$ cat src/rtl/i2c_req_arbiter.sv
// Round-robin arbiter/sequencer sharing one i2c_master command port among N_REQ requesters.
// Optional define I2C_ARB_PRIO_EN: requester 0 gets fixed top priority, the rest round-robin.
module i2c_req_arbiter #(
  parameter int N_REQ   = 4,
  parameter int TIMEOUT = 64
) (
  input  logic               clk,
  input  logic               reset,
  input  logic [N_REQ-1:0]   req,
  input  logic [N_REQ-1:0]   req_rw,
  input  logic [7*N_REQ-1:0] req_addr,
  input  logic [8*N_REQ-1:0] req_wdata,
  output logic [N_REQ-1:0]   gnt,
  output logic [N_REQ-1:0]   done,
  output logic [N_REQ-1:0]   err,
  output logic               m_start,
  output logic               m_stop,
  output logic               m_rw,
  output logic [6:0]         m_addr,
  output logic [7:0]         m_wdata,
  input  logic               m_idle,
  output logic               busy
);

  // state     | meaning
  // IDLE      | arbitrate, latch winner command, raise gnt
  // GRANT     | launch: m_start pulse and m_stop registered for next cycle
  // WAIT_BUSY | wait for master to leave idle (timed)
  // WAIT_IDLE | wait for master to return to idle (timed)
  // DONE      | done pulse visible, advance rr_ptr, release gnt
  // ERR       | err pulse visible, advance rr_ptr, release gnt
  typedef enum logic [2:0] {
    S_IDLE, S_GRANT, S_WAIT_BUSY, S_WAIT_IDLE, S_DONE, S_ERR
  } state_t;

  localparam int PW  = $clog2(N_REQ);
  localparam int PW1 = PW + 1;
  localparam int TW  = $clog2(TIMEOUT);
  localparam logic [TW-1:0] T_LAST = TW'(TIMEOUT - 1);
  localparam logic [PW-1:0] P_LAST = PW'(N_REQ - 1);
  localparam logic [PW:0]   N_WRAP = PW1'(N_REQ);

  state_t           state;
  logic [PW-1:0]    rr_ptr;
  logic [PW-1:0]    win;
  logic [PW-1:0]    win_sel;
  logic [PW-1:0]    ptr_next;
  logic [TW-1:0]    timer;
  logic             any_req;
  logic [N_REQ-1:0] rr_req;
  logic [N_REQ-1:0] sel_oh;
  logic [PW:0]      idx;
  logic             sel_rw;
  logic [6:0]       sel_addr;
  logic [7:0]       sel_wdata;

  // Scan from the highest offset down so the lowest offset from rr_ptr wins.
  always_comb begin
    rr_req = req;
`ifdef I2C_ARB_PRIO_EN
    rr_req[0] = 1'b0;
`endif
    any_req = 1'b0;
    win_sel = '0;
    idx     = '0;
    for (int k = N_REQ - 1; k >= 0; k--) begin
      idx = {1'b0, rr_ptr} + PW1'(k);
      if (idx >= N_WRAP) idx = idx - N_WRAP;
      if (rr_req[idx[PW-1:0]]) begin
        any_req = 1'b1;
        win_sel = idx[PW-1:0];
      end
    end
`ifdef I2C_ARB_PRIO_EN
    if (req[0]) begin
      any_req = 1'b1;
      win_sel = '0;
    end
`endif
  end

  always_comb begin
    sel_oh    = '0;
    sel_rw    = 1'b0;
    sel_addr  = '0;
    sel_wdata = '0;
    for (int i = 0; i < N_REQ; i++) begin
      if (win_sel == PW'(i)) begin
        sel_oh[i] = 1'b1;
        sel_rw    = req_rw[i];
        sel_addr  = req_addr[7*i +: 7];
        sel_wdata = req_wdata[8*i +: 8];
      end
    end
  end

  assign ptr_next = (win == P_LAST) ? '0 : win + 1'b1;

  always_ff @(posedge clk or posedge reset) begin
    if (reset) begin
      state   <= S_IDLE;
      rr_ptr  <= '0;
      win     <= '0;
      timer   <= '0;
      gnt     <= '0;
      done    <= '0;
      err     <= '0;
      m_start <= 1'b0;
      m_stop  <= 1'b0;
      m_rw    <= 1'b0;
      m_addr  <= '0;
      m_wdata <= '0;
      busy    <= 1'b0;
    end else begin
      m_start <= 1'b0;
      done    <= '0;
      err     <= '0;
      case (state)
        S_IDLE: begin
          if (any_req) begin
            state   <= S_GRANT;
            win     <= win_sel;
            gnt     <= sel_oh;
            m_rw    <= sel_rw;
            m_addr  <= sel_addr;
            m_wdata <= sel_wdata;
            busy    <= 1'b1;
          end
        end
        S_GRANT: begin
          m_start <= 1'b1;
          m_stop  <= 1'b1;
          timer   <= '0;
          state   <= S_WAIT_BUSY;
        end
        S_WAIT_BUSY: begin
          if (!m_idle) begin
            state <= S_WAIT_IDLE;
            timer <= '0;
          end else if (timer == T_LAST) begin
            state <= S_ERR;
            err   <= gnt;
          end else begin
            timer <= timer + 1'b1;
          end
        end
        S_WAIT_IDLE: begin
          if (m_idle) begin
            state <= S_DONE;
            done  <= gnt;
          end else if (timer == T_LAST) begin
            state <= S_ERR;
            err   <= gnt;
          end else begin
            timer <= timer + 1'b1;
          end
        end
        S_DONE, S_ERR: begin
          state  <= S_IDLE;
          gnt    <= '0;
          busy   <= 1'b0;
          m_stop <= 1'b0;
`ifdef I2C_ARB_PRIO_EN
          // A priority win by requester 0 leaves the rotation untouched.
          if (win != '0) rr_ptr <= ptr_next;
`else
          rr_ptr <= ptr_next;
`endif
        end
        default: state <= S_IDLE;
      endcase
    end
  end

endmodule

$ cat config.mk
export PLATFORM = sky130hd
export DESIGN_NAME = i2c_req_arbiter
export DESIGN_NICKNAME = d
export VERILOG_FILES = /design/src/rtl/i2c_req_arbiter.sv
export SDC_FILE = /design/constraint.sdc
export NUM_CORES = 1
export LEC_CHECK = 0
export ABC_AREA = 1
export CAP_MARGIN = 20
export CORE_MARGIN = 3
export CORE_UTILIZATION = 40
export DETAILED_ROUTE_END_ITERATION = 10
export PLACE_DENSITY = 0.81
export SKIP_LAST_GASP = 1
export SYNTH_ARGS = -nofsm -noshare
export SYNTH_HDL_FRONTEND = slang
export SYNTH_SLANG_ARGS = --single-unit
$ cat constraint.sdc
create_clock -name clk -period 1.68 [get_ports clk]
set_input_delay 0.336 -clock clk [delete_from_list [all_inputs] [get_ports clk]]
set_output_delay 0.336 -clock clk [all_outputs]
set_load 0.005 [all_outputs]
==> impl_metrics.py <==
metrics = {
    "power": {
        "leakagePower_nw": 2.25,
        "power.density_mw_per_mm2": 2300,
        "finalPower_w": 0.0108,
        "peakVddDrop_v": 0.00148,
    },
    "die": {
        "ios": 102,
        "die_area_mm2": 0.00782,
        "core.rowCount": 29,
        "start_util_pct": 42.1,
        "die-width_um": 88.4,
        "die_y_um": 88.4,
        "fp.coreArea_mm2": 0.00646,
    },
    "logic_synthesis": {
        "synth.net_count": 460,
        "yosys_warnings": 0,
        "ys_seq_elements": 44,
        "avgSynthCellArea_um2": 7.03,
        "syn-cell-area_mm2": 0.00272,
        "synthDistinctLibCells": 31,
        "seq_area_frac_synth_pct": 40.5,
        "synth_cells": 387,
    },
    "run_status": {
        "outcome": "complete, but fails checks",
        "violations": "negative setup slack",
    },
    "timing": {
        "final-max-slew-violation-count": 0,
        "finalClockSkew_ns": 0.00752,
        "setup_slack_ns": -0.333,
        "finalHoldViolations": 0,
        "rsz0062_at_grt": "yes",
        "slew_headroom_pct": 76.6,
        "min_period_over_period_pct": 120,
        "tightest_slew_ns": 0.349,
        "final.setup.tns_ns": -5.04,
        "post-route-min-period_ns": 2.01,
        "max_freq_mhz": 497,
        "finalSetupViolCount": 23,
    },
    "setup_path": {
        "cp-start-kind": "flop",
        "cp-end-kind": "flop",
        "crit_required_ns": 1.87,
        "worstSetupPathType": "flop to flop",
        "worstSetupEndpoint": "m_addr[6]",
        "timing.rr.end": "m_addr[6]",
        "r2r_cells": 14,
        "critPathMaxFanout": 8,
        "r2r-start": "rr_ptr[0]",
        "reg2reg_slack_ns": -0.33,
        "critPathArrivalTime_ns": 2.20,
        "critPathLaunch": "rr_ptr[0]",
    },
    "drt": {
        "wl_per_cell_um": 15.0,
        "dr.pass1.iters": 4,
        "drt-total-wl_um": 9060,
        "postRouteAntennaNets": 0,
        "drc": 0,
        "vias": 3082,
        "vias_per_cell": 5.10,
        "first_iter_violations": 109,
    },
    "clock_network": {
        "root_buffer": "clkbuf_8",
        "cts_buffer_depth": 2,
        "cts.clk_slew.worst_paths_ns": 0.08,
        "cts.sinks": 44,
        "clock_latency_ns": 0.30,
        "cts_tree": "yes",
        "htree_levels": 2,
        "cts-hold-fix-buffers": 0,
        "cts_buffers": 5,
    },
    "global_routing": {
        "grt_pass1_vias": 3075,
        "grt_pass1_wl_um": 13800,
        "grt_usage_pct": 22.3,
        "grt_overflow": 0,
        "grt_antenna_before_repair": 0,
        "grt_start_max_net_pins": 45,
    },
    "place": {
        "placed_area_mm2": 0.00399,
        "dp_hpwl_um": 5970,
        "gp_routability_congestion": 0.880,
        "portBuffers": 101,
    },
    "cells_and_area": {
        "layout_commonest_cell": "clkdlybuf4s50_1",
        "fin_nets": 599,
        "layout-drive-gt1-share_pct": 23.3,
        "area_growth_pct": 72.1,
        "fin_area_mm2": 0.00468,
        "final_cell_mix": "clkdlybuf4s50_1 (101), nand2_1 (97), inv_1 (45)",
        "finalCoreUtilization_pct": 72.4,
        "antenna_cells": 0,
        "fill_cells": 458,
    },
    "hold_path": {
        "hold_class": "input port to asynchronous set/reset pin",
    },
    "job": {
        "cap_violations": 0,
    },
}
==> through the flow <==
step / hold slack [ns] / instances / setup slack, ns
floorplan: 0.458 / 387 / -0.00533
global placement: 0.465 / 580 / -0.467
detailed placement: 0.470 / 580 / -0.558
CTS: 0.394 / 595 / -0.169
global route: 0.410 / 604 / -0.466
finish: 0.387 / 604 / -0.333
==> state kept, by name, indices dropped and copies added, names as in the netlist, 2 cells and up <==
name     count
m_wdata      8
m_addr       7
timer        6
done         4
err          4
gnt          4
state        3
rr_ptr       2
win          2
==> layer usage <==
| metal | routed length [um] | GRT usage, % | share of wire, % | vias up |
|---|---|---|---|---|
| met5 | 0 | 0 | 0 | - |
| met4 | 140 | 7.28 | 1.5 | 0 |
| li1 | - | - | - | 1502 |
| met3 | 538 | 5.40 | 5.9 | 12 |
| met1 | 3590 | 26.7 | 40 | 1456 |
| met2 | 4790 | 39.3 | 53 | 112 |
==> worst min path at each step <==
stage                     from    endpoint  slack [ns]  depth (start not counted)
floorplan             state[2]     m_start        0.46                          1
finish                   reset  m_wdata[1]        0.39                          3
global route             reset     done[2]        0.41                          3
global placement    m_wdata[3]  m_wdata[3]        0.47                          2
CTS                      reset  m_wdata[0]        0.39                          3
detailed placement  m_wdata[4]  m_wdata[4]        0.47                          2
==> power breakdown <==
group          internal, W  switching (W)
sequential         0.00147       0.000288
clock             0.000442       0.000371
combinational      0.00378        0.00441
==> kinds of logic after synthesis <==
logic type / synth area share, %
and+or+nand+nor: 37.7
AOI/OAI and AO/OA: 9.53
adders and majority gates: 0.920
DFF: 40.5
buffers and inverters: 11.4
==> what timing repair did <==
action / CTS / global route
setup buffers: 4 / 8
endpoints found under the setup margin: 23 / 32
pin swaps: 9 / 24
gates cloned: 3 / 1
resized for setup: 49 / 46
==> worst max-delay path, cell delays in order (launching register included) <==
cell and delay, ns:
dfrtp_2 0.50, inv_4 0.09, nand2_1 0.09, nand2_2 0.08
nand2_4 0.10, nand2_8 0.08, nor2_4 0.15, nor2_4 0.07
nand2_8 0.13, buf_12 0.14, nand2_8 0.06, o21bai_1 0.14
nand3_1 0.10, nand2_1 0.10, nand2_1 0.07
==> Yosys cell counts (all sizes together) <==
| cell | n | area, um2 |
|---|---|---|
| nand2 | 126 | 498 |
| inv | 57 | 216 |
| dfrtp | 44 | 1100 |
| nor2 | 40 | 158 |
| nand3 | 34 | 180 |
| buf | 13 | 88.8 |
| o21ai | 12 | 63.8 |
| nand4 | 11 | 68.8 |
| o21bai | 11 | 93.8 |
| a21oi | 9 | 45.0 |
| nand3b | 9 | 67.6 |
| nor3 | 8 | 40.0 |
| o22ai | 4 | 25.0 |
| ha | 2 | 25.0 |
| or2 | 2 | 12.5 |
| a221o | 1 | 10.0 |
| a31oi | 1 | 6.26 |
| clkbuf | 1 | 3.75 |
| o21a | 1 | 7.51 |
| o31ai | 1 | 7.51 |
==> cell type report <==
cell class,count,area (um2),share of cell area [%]
clock buffers,6,72.6,1.55
clock inverters,2,35.0,0.749
inverters,57,234,5.00
multi-input cells,275,1670,35.8
flip-flops and latches,44,1100,23.6
well taps,77,96.3,2.06
repair buffers,143,1460,31.3
No activity file was read; power rests on OpenSTA's default activity.
